## src/rtl/reset_seq_pkg.sv

```systemverilog
// Shared encodings for the reset sequencer: FSM states, reset causes and
// a counter width helper.
package reset_seq_pkg;

    typedef enum logic [1:0] {
        ST_ASSERT  = 2'd0,
        ST_RELEASE = 2'd1,
        ST_RUN     = 2'd2
    } state_e;

    localparam logic [1:0] CAUSE_POR  = 2'd0;
    localparam logic [1:0] CAUSE_SOFT = 2'd1;
    localparam logic [1:0] CAUSE_WDT  = 2'd2;

    // Bits needed to count 0..n-1, never less than one.
    function automatic int cnt_width(input longint unsigned n);
        if (n <= 2) return 1;
        return $clog2(n);
    endfunction

endpackage

```

## src/rtl/reset_sync.sv

```systemverilog
// Async-assert, sync-deassert chain for the external reset.
// Output rises STAGES clock edges after the reset input goes high.
module reset_sync #(
    parameter int STAGES = 2
) (
    input  logic clk_i,
    input  logic arst_ni,
    output logic sync_no
);

    logic [STAGES-1:0] sync_q;
    logic [STAGES:0]   sync_d;

    assign sync_d  = {sync_q, 1'b1};
    assign sync_no = sync_q[STAGES-1];

    always_ff @(posedge clk_i or negedge arst_ni) begin
        if (!arst_ni) begin
            sync_q <= '0;
        end else begin
            sync_q <= sync_d[STAGES-1:0];
        end
    end

endmodule

```

## src/rtl/reset_seq.sv

```systemverilog
// Reset sequencer: stretched, staggered per-channel reset release with
// soft-reset request, watchdog and last-cause reporting.
module reset_seq
    import reset_seq_pkg::*;
#(
    parameter int              N_CH        = 3,
    parameter int              STRETCH     = 8,
    parameter int              STAGGER     = 4,
    parameter int              SYNC_STAGES = 2,
    parameter bit              WDT_EN      = 1'b1,
    parameter longint unsigned WDT_CYCLES  = 64'd1048576
) (
    input  logic            clk,
    input  logic            resetn,
    input  logic            sw_req,
    input  logic            wdt_kick,
    output logic [N_CH-1:0] rst_n,
    output logic            ready,
    output logic [1:0]      cause
);

    localparam int CMAX = (STRETCH > STAGGER) ? STRETCH : STAGGER;
    localparam int CW   = cnt_width(CMAX);
    localparam int WW   = cnt_width(WDT_CYCLES);

    localparam logic [CW-1:0] STR_END = CW'(STRETCH - 1);
    localparam logic [CW-1:0] STG_END = CW'(STAGGER - 1);
    localparam logic [WW-1:0] WDT_END = WW'(WDT_CYCLES - 1);

    state_e          state_q;
    logic [N_CH-1:0] rst_n_q;
    logic            ready_q;
    logic [1:0]      cause_q;
    logic [CW-1:0]   cnt_q;
    logic [WW-1:0]   wdt_q;
    logic            sync_ok;
    logic [N_CH:0]   shift_w;
    logic [N_CH-1:0] rel_d;

    reset_sync #(
        .STAGES (SYNC_STAGES)
    ) u_sync (
        .clk_i   (clk),
        .arst_ni (resetn),
        .sync_no (sync_ok)
    );

    // Next channel mask: one more low-order channel released.
    assign shift_w = {rst_n_q, 1'b1};
    assign rel_d   = shift_w[N_CH-1:0];

    always_ff @(posedge clk or negedge resetn) begin
        if (!resetn) begin
            state_q <= ST_ASSERT;
            rst_n_q <= '0;
            ready_q <= 1'b0;
            cause_q <= CAUSE_POR;
            cnt_q   <= '0;
            wdt_q   <= '0;
        end else begin
            unique case (state_q)
                ST_ASSERT: begin
                    if (sync_ok) begin
                        if (cnt_q == STR_END) begin
                            rst_n_q <= rel_d;
                            cnt_q   <= '0;
                            wdt_q   <= '0;
                            if (&rel_d) begin
                                state_q <= ST_RUN;
                                ready_q <= 1'b1;
                            end else begin
                                state_q <= ST_RELEASE;
                            end
                        end else begin
                            cnt_q <= cnt_q + 1'b1;
                        end
                    end
                end
                ST_RELEASE: begin
                    if (sw_req) begin
                        state_q <= ST_ASSERT;
                        rst_n_q <= '0;
                        ready_q <= 1'b0;
                        cause_q <= CAUSE_SOFT;
                        cnt_q   <= '0;
                    end else if (cnt_q == STG_END) begin
                        rst_n_q <= rel_d;
                        cnt_q   <= '0;
                        wdt_q   <= '0;
                        if (&rel_d) begin
                            state_q <= ST_RUN;
                            ready_q <= 1'b1;
                        end
                    end else begin
                        cnt_q <= cnt_q + 1'b1;
                    end
                end
                ST_RUN: begin
                    // Soft request beats expiry; a kick beats expiry.
                    if (sw_req) begin
                        state_q <= ST_ASSERT;
                        rst_n_q <= '0;
                        ready_q <= 1'b0;
                        cause_q <= CAUSE_SOFT;
                        cnt_q   <= '0;
                        wdt_q   <= '0;
                    end else if (WDT_EN && wdt_kick) begin
                        wdt_q <= '0;
                    end else if (WDT_EN && wdt_q == WDT_END) begin
                        state_q <= ST_ASSERT;
                        rst_n_q <= '0;
                        ready_q <= 1'b0;
                        cause_q <= CAUSE_WDT;
                        cnt_q   <= '0;
                        wdt_q   <= '0;
                    end else if (WDT_EN) begin
                        wdt_q <= wdt_q + 1'b1;
                    end
                end
                default: begin
                    state_q <= ST_ASSERT;
                    rst_n_q <= '0;
                    ready_q <= 1'b0;
                    cnt_q   <= '0;
                    wdt_q   <= '0;
                end
            endcase
        end
    end

    assign rst_n = rst_n_q;
    assign ready = ready_q;
    assign cause = cause_q;

endmodule

```

## config.mk

```make
export PLATFORM = sky130hd
export DESIGN_NAME = reset_seq
export DESIGN_NICKNAME = d
export VERILOG_FILES = /design/src/rtl/reset_seq_pkg.sv /design/src/rtl/reset_sync.sv /design/src/rtl/reset_seq.sv
export SDC_FILE = /design/constraint.sdc
export NUM_CORES = 1
export LEC_CHECK = 0
export CORE_MARGIN = 2
export CORE_UTILIZATION = 35
export CTS_CLUSTER_DIAMETER = 80
export DETAILED_ROUTE_END_ITERATION = 7
export PLACE_DENSITY_LB_ADDON = 0.05
export RECOVER_POWER = 100
export REMOVE_ABC_BUFFERS = 1
export SETUP_SLACK_MARGIN = 0.3
export SYNTH_ARGS = -nofsm -noshare
export SYNTH_HDL_FRONTEND = slang
export SYNTH_SLANG_ARGS = --single-unit
```

## constraint.sdc

```tcl
create_clock -name clk -period 4.65 [get_ports clk]
set_input_delay 0.6975 -clock clk [delete_from_list [all_inputs] [get_ports clk]]
set_output_delay 0.6975 -clock clk [all_outputs]
set_load 0.005 [all_outputs]
```

==> results.tsv, run 1 <==
stage	metric	value	unit
power	ir_drop	0.0001552	V
clock_tree	cts_made_buffers	5	
setup_path	path_delay_family	compound AO/OA/AOI/OAI gates	
sta	finalCriticalPeriod	2.682	ns
floorplanning	coreArea	0.005473	mm2
final_layout	seqCellArea	825.8	um2
power	p_leak	0.9175	nW
sta	slew_headroom	23.66	%
floorplanning	die_h	79.20	um
synth	synth_warnings	0	
global_routing	grtUsageTotal	16.02	%
sta	skew	0.004931	ns
synth	synth.largest_area_cell	dfrtp_1	
clock_tree	clock_latency	0.29	ns
final_layout	multi_input_comb_area	0.001023	mm2
sta	tightest_slew	1.145	ns
worst_hold_path	hold_class	reg2reg	
sta	fmax	372.9	MHz
synth	synth.most_common_cell	dfrtp_1	
synth	ys_seq_area_share	41.72	%
setup_path	r2r_start	wdt_q[0]	
clock_tree	cts_htree_levels	2	
setup_path	crit_buf_inv	0	
detailed_routing	viasPerCell	5.755	
final_layout	fillers	570	
sta	hold_viol_final	0	
detailed_routing	drt_iter0_markers	95	
global_routing	grt_pass1_wl	7810	um
synth	netlist_top_cells_area	dfrtp_1, o31ai_1, or4_1, a22oi_1, a22oi_2	
final_layout	drive_gt1_share	9.048	%
setup_path	crit_slowest_cell	o31ai_1	
synth	synth_top_cell_area_share	41.72	%
floorplanning	start_util	36.17	%
setup_path	cp.depth	5	
floorplanning	dieArea	0.006273	mm2
job	drv_cap	0	
sta	period_share	57.67	%
detailed_routing	drt_wl_total	4497	um
setup_path	reg2reg_depth	5	
synth	ys_ff_latch	33	
synth	synth_ff_type	dfrtp_1	
sta	setup-tns-final	0	ns
global_routing	grt_max_degree	33	
detailed_routing	ant_nets	0	
placement	gp_congestion	0.7990	
setup_path	startpoint	wdt_q[0]	
final_layout	fin_nets	218	
floorplanning	die_x	79.20	um
synth	syn_area	0.001979	mm2
sta	holdWs	0.3519	ns
sta	setup_viol	0	
setup_path	endpoint_kind	flip-flop	
floorplanning	ios	10	
setup_path	crit_fanout	16	
global_routing	grt_pass1_vias	1545	
clock_tree	ctsHoldBuffers	0	
synth	syn_inst	203	
setup_path	required	4.77	ns
setup_path	crit_arrival	2.81	ns
clock_tree	post_cts_buffers	0	
setup_path	crit_type	reg2reg	
placement	numPortBuffers	9	
final_layout	synthToLayoutAreaGrowth	10.11	%
synth	synth_edf_count	0	
worst_hold_path	min_from	u_sync.sync_q[0]	
sta	slew_violations	0	
clock_tree	cts_resized	0	
synth	avgSynthCellArea	9.751	um2
clock_tree	cts_buffer_depth	2	
detailed_routing	routedWlPerCell	15.95	um
global_routing	gr-total-overflow	0	
sta	rsz0062_at_grt	false	
setup_path	r2r-end	ready	
setup_path	path_cells	ha_1 > nand3_1 > or2_0 > o31ai_1 > a22oi_1	
outcome	status	finished clean	
clock_tree	cts_tree	built	
setup_path	r2r_setup_slack	1.97	ns
setup_path	slowest_delay	0.94	ns
clock_tree	cts_sinks	33	
worst_hold_path	holdPathEnd	u_sync.sync_q[1]	
synth	synthArstFlopShare	100.0	%
power	powerDensity	382.3	mW/mm2
worst_hold_path	min_path_cells	0	
final_layout	antenna_cells	0	
floorplanning	rows	27	
global_routing	antenna_found_initial	0	
clock_tree	clk_transition_reported_paths	0.07	ns
detailed_routing	vias	1623	
synth	synth_common_cells	dfrtp_1, nand2_1, o21ai_0, o31ai_1	
synth	ys_types	57	
clock_tree	root_buffer	clkbuf_8	
setup_path	start_kind	flip-flop	
detailed_routing	remaining_drc_errors	0	
detailed_routing	first_pass_iters	4	
placement	hpwl	3045	um
worst register-to-register path, delay by kind of cell, from the launching register on:
family / cells / cell delay, ns
compound gates: 2 / 1.14
simple gates: 2 / 0.78
flops: 1 / 0.38
fa+ha+maj: 1 / 0.22
cells by family (layout without fill, tap and decap cells):
group / Yosys count / in the layout / synth area share, %
buffers and inverters: 22 / 29 / 5.815
xor gates and xnor gates: 1 / 1 / 0.4426
and+or+nand+nor: 80 / 80 / 24.91
DFF: 33 / 33 / 41.72
AOI/OAI and AO/OA: 60 / 60 / 23.26
other: 1 / 1 / 0.1895
muxes: 1 / 1 / 0.5057
adders and majority gates: 5 / 5 / 3.161
registers in the layout, indices dropped and copies added (netlist names):
name	cells
cnt_q	3
state_q	2
ready	1
u_sync.sync_q	2
wdt_q	20
cause	2
rst_n	3
layout make-up:
type                    instances  share of cell area [%]
clock buffers                   7                   4.420
clock inverters                 1                  0.2296
inverters                      10                   1.722
multi-input cells             148                   46.96
flip-flops and latches         33                   37.89
well taps                      72                   4.133
repair buffers                 11                   4.650
placed cells by master, fill, tap and decap left out, drive strengths merged, types with 5 or more instances in the layout:
master,n
dfrtp,33
o21ai,14
o31ai,13
clkbuf,8
nand3,8
a22oi,14
inv,10
nor3,5
dlygate4sd3,8
ha,5
nor2,10
or4,10
nand2,14
power breakdown:
group	total (W)	internal [W]	switching, W
Combinational	0.000220	0.0000956	0.000124
Sequential	0.000375	0.000324	0.0000513
Clock	0.000238	0.000134	0.000104
Total	0.000833	0.000553	0.000280
metrics by stage:
step           area (um2)  total power, W  worst slack (ns)  util (%)  cells
5_1_grt              2180       0.0009013             1.729     39.83    282
6_report             2180       0.0008333             1.969     39.83    282
3_5_place_dp         2097       0.0006115             1.967     38.32    274
2_1_floorplan        1902       0.0005159             2.133         -    191
4_1_cts              2198       0.0008553             2.102     40.17    282
3_3_place_gp         2097       0.0006025             2.047     38.32    274
worst max path at each step:
stage	endpoint	slack, ns
after floorplan	wdt_q[17]	2.13
after global placement	wdt_q[13]	2.05
after detailed placement	wdt_q[13]	1.97
after CTS	wdt_q[17]	2.10
after global routing	cnt_q[0]	1.73
final	ready	1.97
metal layers:
| layer | routed length (um) | track usage (%) | up-vias | share of wire [%] |
|---|---|---|---|---|
| met3 | 182 | 3.409 | 7 | 4.0 |
| li1 | - | - | 796 | - |
| met5 | 0 | 0 | - | 0 |
| met2 | 1917 | 22.80 | 32 | 43 |
| met1 | 2344 | 24.18 | 788 | 52 |
| met4 | 53 | 4.655 | 0 | 1.2 |
No activity file was read; power rests on OpenSTA's default activity.
==> run 2: changes to the inputs <==
==> constraint.sdc (replaced) <==
create_clock -name clk -period 2.25 [get_ports clk]
set_input_delay 0.3375 -clock clk [delete_from_list [all_inputs] [get_ports clk]]
set_output_delay 0.3375 -clock clk [all_outputs]
set_load 0.005 [all_outputs]
==> run 2 against run 1 <==
Effect of this change:
- clock skew is 0.0051 ns higher
- sequential power increased by 110%
- via count up 5.5%
- critical path type unchanged
- highest routed layer unchanged
- die area unchanged
==> results.tsv, run 2 (same netlist as run 1, synthesis figures left out) <==
stage	metric	value	unit
detailed_routing	first_pass_iters	4	
clock_tree	ctsHoldBuffers	0	
setup_path	endpoint_kind	flip-flop	
global_routing	top_usage_layer	met1	
clock_tree	cts_tree	built	
global_routing	grtUsageTotal	15.96	%
outcome	status	finished clean	
sta	finalCriticalPeriod	2.044	ns
job	drv_cap	0	
final_layout	synthToLayoutAreaGrowth	24.21	%
power	p_leak	1.032	nW
floorplanning	die_x	79.20	um
power	powerDensity	788.5	mW/mm2
final_layout	seqCellArea	827.0	um2
global_routing	gr-total-overflow	0	
placement	numPortBuffers	9	
final_layout	fillers	552	
final_layout	most-common-layout-cells	dfrtp_1, buf_4, nand2_1, o21ai_0, o31ai_1	
setup_path	crit_arrival	2.22	ns
global_routing	grt_max_degree	34	
setup_path	required	2.42	ns
placement	place_inst	285	
setup_path	crit_type	reg2reg	
clock_tree	cts_htree_levels	2	
clock_tree	root_buffer	clkbuf_8	
floorplanning	ios	10	
clock_tree	cts_made_buffers	5	
sta	hold_viol_final	0	
final_layout	multi_input_comb_area	0.001117	mm2
detailed_routing	ant_nets	0	
placement	placed_area	0.002192	mm2
worst_hold_path	hold_class	reg2reg	
final_layout	largest_reg_flops	20	
sta	finalWorstSetupSlack	0.2062	ns
global_routing	antenna_found_initial	0	
sta	slew_headroom	43.35	%
floorplanning	dieArea	0.006273	mm2
setup_path	start_kind	flip-flop	
setup_path	crit_fanout	8	
final_layout	antenna_cells	0	
detailed_routing	remaining_drc_errors	0	
final_layout	finalInstanceArea	0.002459	mm2
floorplanning	start_util	36.17	%
global_routing	grtUsageMet2	23.14	%
global_routing	grt_use_met1	23.88	%
final_layout	largest-register	wdt_q	
power	total_power	0.001939	W
global_routing	use_met3	2.727	%
final_layout	drive_gt1_share	21.74	%
clock_tree	cts_sinks	33	
detailed_routing	drt_iter0_markers	124	
global_routing	grt_pass1_vias	1519	
sta	setup_viol	0	
power	ir_drop	0.0003771	V
clock_tree	cts_buffer_depth	2	
sta	rsz0062_at_grt	true	
sta	period_share	90.83	%
placement	preCtsSetupSlack	0.05902	ns
detailed_routing	vias	1712	
global_routing	grt_pass1_wl	7783	um
final_layout	fin_cells	302	
final_layout	final_common_cell	dfrtp_1	
placement	hpwl	3032	um
final_layout	fin_nets	239	
floorplanning	die_h	79.20	um
floorplanning	coreArea	0.005473	mm2
floorplanning	rows	27	
detailed_routing	drt_wl_total	4927	um
clock_tree	clk_transition_reported_paths	0.06	ns
clock_tree	clock_latency	0.29	ns
sta	skew	0.009981	ns
sta	slew_violations	0	
detailed_routing	routedWlPerCell	16.31	um
sta	fmax	489.3	MHz
placement	gp_congestion	0.7991	
sta	tightest_slew	0.8497	ns
detailed_routing	viasPerCell	5.669	
[run 2: power by group]
| part | leakage (nW) | switching, W | internal [W] | total (W) |
|---|---|---|---|---|
| clock | 0.0443 | 0.000213 | 0.000243 | 0.000456 |
| sequential | 0.440 | 0.000109 | 0.000671 | 0.000780 |
| combinational | 0.548 | 0.000335 | 0.000368 | 0.000703 |
[run 2: stage by stage]
| step | hold slack (ns) | setup TNS, ns | util [%] |
|---|---|---|---|
| 5_1_grt | 0.3728 | 0 | 44.92 |
| 3_3_place_gp | 0.3376 | 0 | 40.05 |
| 2_1_floorplan | 0.04191 | -2.619 | - |
| 3_5_place_dp | 0.3425 | 0 | 40.05 |
| 4_1_cts | 0.3687 | 0 | 42.98 |
| 6_report | 0.3601 | 0 | 44.92 |
[run 2: critical path: stages (launching register included)]
cell and delay (ns):
dfrtp_1 0.41, ha_4 0.20, ha_4 0.16, nor2b_4 0.13, a221oi_4 0.31, clkbuf_1 0.27, clkbuf_16 0.21, nor4_1 0.06
o2bb2a_4 0.19
[run 2: layout make-up]
cell class	count	share of cell area (%)
multi-input combinational	148	45.45
sequential	33	33.64
timing repair buffer	32	12.21
tap	72	3.664
clock buffer	7	3.511
inverter	10	1.527
[run 2: what timing repair did]
item / 4_1_cts / 5_1_grt
gates resized for setup: 9 / 14
pin swaps: 1 / 14
buffers inserted: 1 / 7
setup endpoints to repair: 16 / 21
cloned: 1 / 1
[run 2: metal layers]
layer	part of all wire, %	wire length [um]
met1	52	2547
met2	45	2208
met3	2.2	109
met4	1.2	61
met5	0	0
[run 2: final timing paths]
check / startpoint / end / slack [ns] / depth (start not counted)
setup / recovery: cnt_q[1] / wdt_q[17] / 0.21 / 8
hold / removal: u_sync.sync_q[0] / u_sync.sync_q[1] / 0.36 / 0
setup reg to reg: cnt_q[1] / wdt_q[17] / 0.21 / 8
hold reg to reg: u_sync.sync_q[0] / u_sync.sync_q[1] / 0.36 / 0
max in group asynchronous: resetn / cnt_q[2] / 0.97 / 2
min in group asynchronous: resetn / wdt_q[9] / 0.69 / 2
==> run 3: changes to the inputs <==
--- a/config.mk
+++ b/config.mk
@@ -5,7 +5,6 @@
 export SDC_FILE = /design/constraint.sdc
 export NUM_CORES = 1
 export LEC_CHECK = 0
-export CORE_MARGIN = 2
 export CORE_UTILIZATION = 35
 export CTS_CLUSTER_DIAMETER = 80
 export DETAILED_ROUTE_END_ITERATION = 7
==> run 3 against run 2 <==
Effect of this change:
- sequential cell count unchanged
- critical path depth unchanged
- clock-buffer cell count unchanged
- sequential share of layout area down 1.2 points
- via count up 0.47%
==> results.tsv, run 3 (same netlist as run 1, synthesis figures left out) <==
stage	metric	value	unit
sta	tightest_slew	0.8428	ns
clock_tree	cts_tree	built	
clock_tree	cts_buffer_depth	2	
placement	place_inst	287	
setup_path	crit_buf_inv	2	
detailed_routing	ant_nets	0	
setup_path	path_delay_family	compound AO/OA/AOI/OAI gates	
job	drv_cap	0	
sta	finalCriticalPeriod	2.035	ns
setup_path	required	2.47	ns
sta	rsz0062_at_grt	true	
clock_tree	clk_transition_reported_paths	0.07	ns
final_layout	drive_gt1_share	27.71	%
floorplanning	rows	27	
floorplanning	start_util	36.17	%
power	ir_drop	0.0003313	V
placement	numPortBuffers	9	
global_routing	grt_max_degree	34	
final_layout	final_util	46.78	%
floorplanning	coreArea	0.005473	mm2
detailed_routing	remaining_drc_errors	0	
placement	hpwl	3112	um
clock_tree	cts_sinks	33	
final_layout	final_common_cell	dfrtp_1	
setup_path	crit_arrival	2.25	ns
global_routing	grtUsageTotal	16.51	%
power	powerDensity	759.7	mW/mm2
global_routing	antenna_found_initial	0	
sta	setup-tns-final	0	ns
final_layout	fin_cells	303	
final_layout	largest_reg_flops	20	
final_layout	most-common-layout-cells	dfrtp_1, buf_4, o31ai_1	
setup_path	crit_type	reg2reg	
final_layout	largest-register	wdt_q	
detailed_routing	routedWlPerCell	16.63	um
clock_tree	root_buffer	clkbuf_8	
floorplanning	die_x	77.20	um
sta	hold_viol_final	0	
setup_path	path_cells	ha_1 > ha_4 > nor2b_4 > a221oi_4 > buf_6 > clkbuf_16 > o31ai_2 > a22oi_2	
clock_tree	clock_latency	0.29	ns
detailed_routing	viasPerCell	5.677	
clock_tree	cts_htree_levels	2	
global_routing	gr-total-overflow	0	
power	p_leak	1.063	nW
worst_hold_path	hold_class	reg2reg	
setup_path	start_kind	flip-flop	
clock_tree	cts_made_buffers	5	
sta	period_share	90.44	%
final_layout	fin_nets	240	
sta	setup_viol	0	
global_routing	grt_pass1_wl	7714	um
sta	slew_headroom	43.82	%
placement	gp_congestion	0.7833	
sta	finalWorstSetupSlack	0.2151	ns
sta	skew	0.007942	ns
detailed_routing	vias	1720	
setup_path	slowest_delay	0.44	ns
setup_path	crit_slowest_cell	a221oi_4	
floorplanning	dieArea	0.005960	mm2
setup_path	endpoint_kind	flip-flop	
outcome	status	finished clean	
floorplanning	ios	10	
final_layout	antenna_cells	0	
sta	holdWs	0.3548	ns
sta	slew_violations	0	
floorplanning	die_h	77.20	um
sta	fmax	491.4	MHz
detailed_routing	first_pass_iters	4	
detailed_routing	drt_iter0_markers	111	
final_layout	synthToLayoutAreaGrowth	29.33	%
placement	preCtsSetupSlack	0.07683	ns
setup_path	crit_fanout	8	
detailed_routing	drt_wl_total	5038	um
global_routing	grt_pass1_vias	1534	
## run 3: layout make-up
cell class	count	area (um2)
fillers	534	2913
multi-input cells	148	1181
flip-flops and latches	33	829.5
repair buffers	33	335.3
well taps	72	90.09
clock buffers	7	86.33
inverters	10	37.54
## run 3: metal layers
metal  vias to the layer above  GRT usage (%)  share of wire (%)  wire (um)
li1                        838              -                  -          -
met2                        31          22.65                 44       2220
met3                         6          4.048                3.9        194
met1                       845          24.78                 51       2581
met4                         0          5.472               0.83         42
met5                         -              0                  0          0
## run 3: worst register-to-register path, delay by kind of cell (launching register included)
kind	cells	cell delay (ns)
AO/OA/AOI/OAI	3	0.64
adder cells (fa/ha/maj)	2	0.47
buffers and inverters	2	0.35
flip-flops	1	0.39
AND/OR/NAND/NOR	1	0.13
## run 3: final timing paths
check	from	to	slack, ns	cells past startpoint
setup / recovery	cnt_q[0]	wdt_q[18]	0.22	8
hold / removal	u_sync.sync_q[0]	u_sync.sync_q[1]	0.35	0
setup reg to reg	cnt_q[0]	wdt_q[18]	0.22	8
hold reg to reg	u_sync.sync_q[0]	u_sync.sync_q[1]	0.35	0
max in group asynchronous	resetn	cnt_q[2]	0.98	2
min in group asynchronous	resetn	wdt_q[7]	0.68	2
## run 3: through the flow
stage,instance area [um2],power (W)
global placement,2207,0.001288
global route,2560,0.002077
detailed placement,2207,0.001302
floorplan,1902,0.001066
CTS,2375,0.001852
finish,2560,0.001945
## run 3: power breakdown
group          internal [W]  total [W]  switching [W]  leakage [nW]
Sequential         0.000673   0.000785       0.000112         0.437
Clock              0.000243   0.000455       0.000212        0.0443
Combinational      0.000366   0.000705       0.000339         0.582
Total               0.00128    0.00194       0.000663          1.06
## run 3: repair_timing
action / 4_1_cts / 5_1_grt
hold endpoints to repair: 0 / 0
pin swaps: 2 / 14
hold buffers: 0 / 0
setup endpoints to repair: 13 / 24
gates cloned: 1 / 2
resized for setup: 8 / 39
setup buffers: 2 / 4
